### src/rtl/x25519_freeze.sv
// x25519_freeze: final canonical reduction of a 264-bit partially reduced
// value into [0, p-1] with p = 2^255-19.  The fold of the top nine bits and
// the trial subtraction of p both run 32 bits per cycle, least significant
// word first.  A one-bit carry/borrow register links consecutive words, so
// the design has no full-width adder or subtractor.
//
// Timeline for a request accepted at edge N:
//   N          capture a, busy rises
//   N+1..N+8   FOLD: build v = a[254:0] + 19*a[263:255], one word per edge
//   N+9..N+16  SUB : build t = v - p, one word per edge, leaving v intact
//   N+16       out = borrow ? v : t, out_valid pulses, busy falls
module x25519_freeze (
  input  logic         clk,
  input  logic         rst_n,
  input  logic         en,
  input  logic [263:0] a,
  output logic         busy,
  output logic         out_valid,
  output logic [255:0] out
);

  typedef enum logic [1:0] {
    IDLE = 2'd0,
    FOLD = 2'd1,
    SUB  = 2'd2
  } state_t;

  state_t       state;
  logic [2:0]   idx;      // word currently being processed
  logic         carry;    // carry in FOLD, borrow in SUB
  logic [8:0]   hi;       // a[263:255], the part folded back in with weight 19
  logic [255:0] v_w;      // v, assembled / rotated one word per edge
  logic [255:0] t_w;      // v - p, assembled one word per edge

  // 19*h without a general multiplier: 16h + 2h + h.  Max 19*511 = 9709.
  function automatic logic [13:0] mul19(input logic [8:0] h);
    logic [13:0] hx;
    hx = {5'b0, h};
    return (hx << 4) + (hx << 1) + hx;
  endfunction

  // 32-bit word i of p = 2^255-19.
  function automatic logic [31:0] p_word(input logic [2:0] i);
    case (i)
      3'd0:    return 32'hFFFF_FFED;
      3'd7:    return 32'h7FFF_FFFF;
      default: return 32'hFFFF_FFFF;
    endcase
  endfunction

  logic [13:0] fold_add;
  logic [32:0] fold_sum;
  logic [32:0] sub_diff;
  logic [255:0] v_rot;

  // The folded-in 19*hi enters only at word 0; higher words just ripple carry.
  assign fold_add = (idx == 3'd0) ? mul19(hi) : 14'd0;
  assign fold_sum = {1'b0, v_w[31:0]} + {19'b0, fold_add} + {32'b0, carry};
  // Bit 32 of the difference is the borrow out of this word.
  assign sub_diff = {1'b0, v_w[31:0]} - {1'b0, p_word(idx)} - {32'b0, carry};
  // Rotating v by one word per SUB edge returns it to its original order
  // after the eighth word, so v is never lost while t is being built.
  assign v_rot    = {v_w[31:0], v_w[255:32]};

  // Control FSM and word-serial datapath; reset clears everything.
  always_ff @(posedge clk or negedge rst_n) begin
    if (!rst_n) begin
      state     <= IDLE;
      idx       <= 3'd0;
      carry     <= 1'b0;
      hi        <= 9'd0;
      v_w       <= '0;
      t_w       <= '0;
      busy      <= 1'b0;
      out_valid <= 1'b0;
      out       <= '0;
    end else begin
      out_valid <= 1'b0;
      case (state)
        IDLE: begin
          if (en) begin
            // Bit 255 is dropped here; it belongs to hi and is folded back.
            v_w   <= {1'b0, a[254:0]};
            hi    <= a[263:255];
            t_w   <= '0;
            idx   <= 3'd0;
            carry <= 1'b0;
            busy  <= 1'b1;
            state <= FOLD;
          end
        end
        FOLD: begin
          // New word enters at the top; after eight edges v sits in order.
          v_w   <= {fold_sum[31:0], v_w[255:32]};
          carry <= fold_sum[32];
          idx   <= idx + 3'd1;
          if (idx == 3'd7) begin
            // v < 2^255+9709 so the last word never carries out.
            carry <= 1'b0;
            state <= SUB;
          end
        end
        SUB: begin
          v_w   <= v_rot;
          t_w   <= {sub_diff[31:0], t_w[255:32]};
          carry <= sub_diff[32];
          idx   <= idx + 3'd1;
          if (idx == 3'd7) begin
            // Final borrow set means v < p, so v is already canonical.
            out       <= sub_diff[32] ? v_rot : {sub_diff[31:0], t_w[255:32]};
            out_valid <= 1'b1;
            busy      <= 1'b0;
            state     <= IDLE;
          end
        end
        default: begin
          state <= IDLE;
          busy  <= 1'b0;
        end
      endcase
    end
  end

endmodule
### config.mk
export PLATFORM = sky130hd
export DESIGN_NAME = x25519_freeze
export DESIGN_NICKNAME = d
export VERILOG_FILES = /design/src/rtl/x25519_freeze.sv
export SDC_FILE = /design/constraint.sdc
export NUM_CORES = 2
export LEC_CHECK = 0
export CAP_MARGIN = 20
export CORE_MARGIN = 2
export CORE_UTILIZATION = 50
export CTS_CLUSTER_SIZE = 40
export DETAILED_ROUTE_END_ITERATION = 6
export PLACE_DENSITY = 0.77
export SYNTH_ARGS = -nofsm -noshare
export SYNTH_HDL_FRONTEND = slang
export SYNTH_SLANG_ARGS = --single-unit
### constraint.sdc
create_clock -name clk -period 4.18 [get_ports clk]
set_input_delay 0.836 -clock clk [delete_from_list [all_inputs] [get_ports clk]]
set_output_delay 0.836 -clock clk [all_outputs]
set_load 0.005 [all_outputs]
==> flow_metrics.tcl <==
set metrics [dict create \
    clkTransAtPathRegs_ns 0.06 \
    synth_area_per_cell_sq_um 10.5 \
    hold_crit_class "in -> async" \
    run_status "finished, violations left" \
    period_share_pct 100 \
    detailedPlacementHpwl_um 98600 \
    max_slew_margin_pct 37.9 \
    violations "setup timing" \
    tritoncts "yes" \
    worstSkewPairLatency_ns 0.65 \
    ff_latch_area_sq_um 18800 \
    drv_cap 0 \
    pwr_density_cell_nw_per_um2 961 \
    area_growth_pct 28.1 \
    place.detailed.instances 4711 \
    die_x_um 270 \
    rsz_0062_raised_after_global_routing "true" \
    ys.warnings.count 0 \
    pin_count_of_the_biggest_net_entering_global_routing 217 \
    detailedRoute.firstPassIterationCount 7 \
    cts.root.buffer_cell "sky130_fd_sc_hd__clkbuf_16" \
    max_frequency_ghz 0.239 \
    crit_type "reg -> reg" \
    met3_length_um 13500 \
    placement.cell_area_sq_um 42100 \
    ys_ff_latch 753 \
    worstSetupStartpoint "hi[2]" \
    skew_ns 0.0359 \
    maxUsedRoutingLayer "met4" \
    critical-path-max-stage-delay_ns 0.51 \
    core_area_sq_um 69900 \
    gr-total-overflow 0 \
    timing.critical_path.to_type "register" \
    share_of_cells_above_drive_strength_1_pct 9.68 \
    nets 4224 \
    synth-edff-count 0 \
    synthCells 3368 \
    layout_min_cycle_time_ns 4.18 \
    cp_data_arrival_time_ns 4.67 \
    drt.antenna.violating_nets 0 \
    top_level_ports 525 \
    holdBufCountCts 0 \
    placer_congestion 0.967 \
    synth_fp_nets 3729 \
    wl_per_instance_um 27.8 \
    post_route_insts_no_fill 4870 \
    summed_instance_area_of_the_synthesized_netlist_sq_um 35300 \
    commonest_non_fill_non_tap_cell_in_the_layout "sky130_fd_sc_hd__dfrtp_1" \
    critical_path_required_ns 4.66 \
    cp_max_fo 5 \
    htree_num_levels 3 \
    critical_path.cell_chain "buf_4, buf_4, fa_1, ha_4, a21boi_2, o21ai_2, a21boi_2, o21ai_2, a21oi_2, xnor2_1, nor2_1, ha_1, o21a_1, nor2_2, or2_4, a211oi_4, buf_6, o211ai_1, xnor2_1, a221oi_2, nor3_1" \
    antenna_violations_before_repair 1 \
    synth-seq-area-share_pct 53.4 \
    hold_fails_final_rpt 0 \
    synth_flop_cell "sky130_fd_sc_hd__dfrtp_1" \
    num_vias 30700 \
    critical_path.n_buffers_inverters 3 \
    startpoint_types "register" \
    worst_case_vdd_ir_drop_v 0.000713 \
    drt_iter0_markers 3955 \
    final_design_area_no_fill_sq_um 45200 \
    vias_in_the_first_global_route 29500 \
    finalWorstSetupSlack_ns -0.00323 \
    layout.cells.most_common_list "sky130_fd_sc_hd__dfrtp_1 (753), sky130_fd_sc_hd__clkdlybuf4s50_1 (523), sky130_fd_sc_hd__nor2_1 (439)" \
    gr-usage-all-layers_pct 36.4 \
    timing.final.setup_violations 1 \
    port-buffer-count 524 \
    fillers 5649 \
    metal_1_wl_um 51800 \
    std_cell_rows 97 \
    clock_sinks 753 \
    tightest_slew_ns 0.926 \
    power.leakage_nw 20.2 \
    rr_startpoint "hi[2]" \
    met2_wirelength_um 61000 \
    clock_tree.buffer_depth 3 \
    async_sr_flop_fraction_pct 100 \
    final-max-slew-violation-count 0 \
    cpLargestDelayFamily "compound AO/OA/AOI/OAI gates" \
    crit_path_top_delay_cell "sky130_fd_sc_hd__fa_1" \
    tritoncts.num_buffers 79 \
    grt_pass1_wl_um 197000 \
    design.die.area_sq_um 72700 \
    floorplan.initialDensity_pct 50.5 \
    detail_route.wirelength_um 135000 \
    via_density_per_instance 6.30 \
    drcViolationCount 0 \
    synth_cell_types 68 \
    die_height_um 270 \
    multi_input_comb_area_sq_um 15300 \
]
-- report_power, final --
part	internal, mW	switching (mW)
clock network	4.14	3.09
logic	10.4	14.7
registers	8.86	2.22
-- cell usage after synthesis (4+ instances only) --
cell type / n / area [sq um]
sky130_fd_sc_hd__dfrtp_1: 753 / 18800
sky130_fd_sc_hd__nor2_1: 442 / 1660
sky130_fd_sc_hd__nand2_1: 325 / 1220
sky130_fd_sc_hd__a221oi_1: 235 / 2060
sky130_fd_sc_hd__mux2i_1: 232 / 2320
sky130_fd_sc_hd__a22o_1: 223 / 1950
sky130_fd_sc_hd__clkbuf_1: 214 / 803
sky130_fd_sc_hd__o21ai_0: 192 / 961
sky130_fd_sc_hd__o21ai_1: 105 / 526
sky130_fd_sc_hd__a21oi_1: 101 / 505
sky130_fd_sc_hd__ha_1: 85 / 1060
sky130_fd_sc_hd__inv_1: 75 / 282
sky130_fd_sc_hd__xnor2_1: 41 / 359
sky130_fd_sc_hd__nand3_1: 38 / 190
sky130_fd_sc_hd__nor3_1: 29 / 145
sky130_fd_sc_hd__o311ai_0: 25 / 219
sky130_fd_sc_hd__a21o_1: 20 / 150
sky130_fd_sc_hd__buf_1: 18 / 67.6
sky130_fd_sc_hd__buf_4: 14 / 105
sky130_fd_sc_hd__mux2_2: 12 / 135
sky130_fd_sc_hd__o21a_1: 12 / 90.1
sky130_fd_sc_hd__a31oi_1: 10 / 62.6
sky130_fd_sc_hd__buf_12: 10 / 200
sky130_fd_sc_hd__nand4_1: 10 / 62.6
sky130_fd_sc_hd__o211ai_1: 10 / 75.1
sky130_fd_sc_hd__fa_1: 9 / 180
sky130_fd_sc_hd__or3_1: 9 / 56.3
sky130_fd_sc_hd__xor2_1: 9 / 78.8
sky130_fd_sc_hd__a211oi_1: 8 / 60.1
sky130_fd_sc_hd__and2_1: 8 / 50.1
sky130_fd_sc_hd__a211o_1: 6 / 52.6
sky130_fd_sc_hd__nand2b_1: 6 / 37.5
sky130_fd_sc_hd__nor2b_1: 6 / 37.5
sky130_fd_sc_hd__o31ai_1: 6 / 45.0
sky130_fd_sc_hd__and3_1: 5 / 31.3
sky130_fd_sc_hd__a21boi_0: 4 / 30.0
sky130_fd_sc_hd__a221o_1: 4 / 40.0
sky130_fd_sc_hd__and4_1: 4 / 35.0
sky130_fd_sc_hd__dlygate4sd1_1: 4 / 35.0
sky130_fd_sc_hd__o22ai_1: 4 / 25.0
-- registers in the layout, indices dropped and copies added (netlist names) --
name       count
state          2
busy           1
carry          1
idx            3
out          256
v_w          256
out_valid      1
hi             9
t_w          224
-- layout make-up --
| class | instances | share of cell area [%] |
|---|---|---|
| clock buffer | 111 | 5.02 |
| tap | 940 | 2.60 |
| clock inverter | 33 | 0.886 |
| inverter | 77 | 0.651 |
| sequential | 753 | 41.7 |
| timing repair buffer | 679 | 15.2 |
| multi-input combinational | 2273 | 33.9 |
| antenna | 4 | 0.0222 |
-- timing repair --
action                                  in CTS  in global routing
buffers inserted                             2                 11
pin swaps                                   26                 51
gates resized for setup                     14                 78
endpoints found under the setup margin      21                 25
-- cells by family after synthesis --
kind of cell,synth area share (%)
AOI/OAI and AO/OA,20.1
xor gates and xnor gates,1.24
adders and majority gates,3.53
buffers and inverters,4.40
DFF,53.4
muxes,6.97
and+or+nand+nor,10.4
-- per-stage QoR --
stage	worst slack, ns	util (%)	power, mW	TNS (ns)	hold WS, ns
6_report	-0.00323	64.6	43.4	-0.00323	0.244
5_1_grt	-0.196	64.6	45.3	-2.26	0.303
4_1_cts	-0.0883	64.1	41.8	-0.416	0.270
3_5_place_dp	-0.232	60.2	34.4	-2.66	0.468
3_3_place_gp	-0.186	60.2	34.2	-1.85	0.461
2_1_floorplan	0.00552	-	25.7	0	0.461
-- worst paths after layout --
kind	slack [ns]	end	cells after the start
setup / recovery	-0.003	v_w[245]	21
setup reg to reg	-0.003	v_w[245]	21
hold reg to reg	0.48	out[226]	2
max in group asynchronous	2.89	v_w[201]	2
hold / removal	0.24	out[121]	1
min in group clk	0.48	out[226]	2
-- metal layers --
metal  track usage, %  vias up
li1                 -    13200
met5                0        -
met3             9.18      352
met2             55.7     1752
met1             47.9    15300
met4             19.8        0
Note: power is estimated with default switching activity, not from simulation.
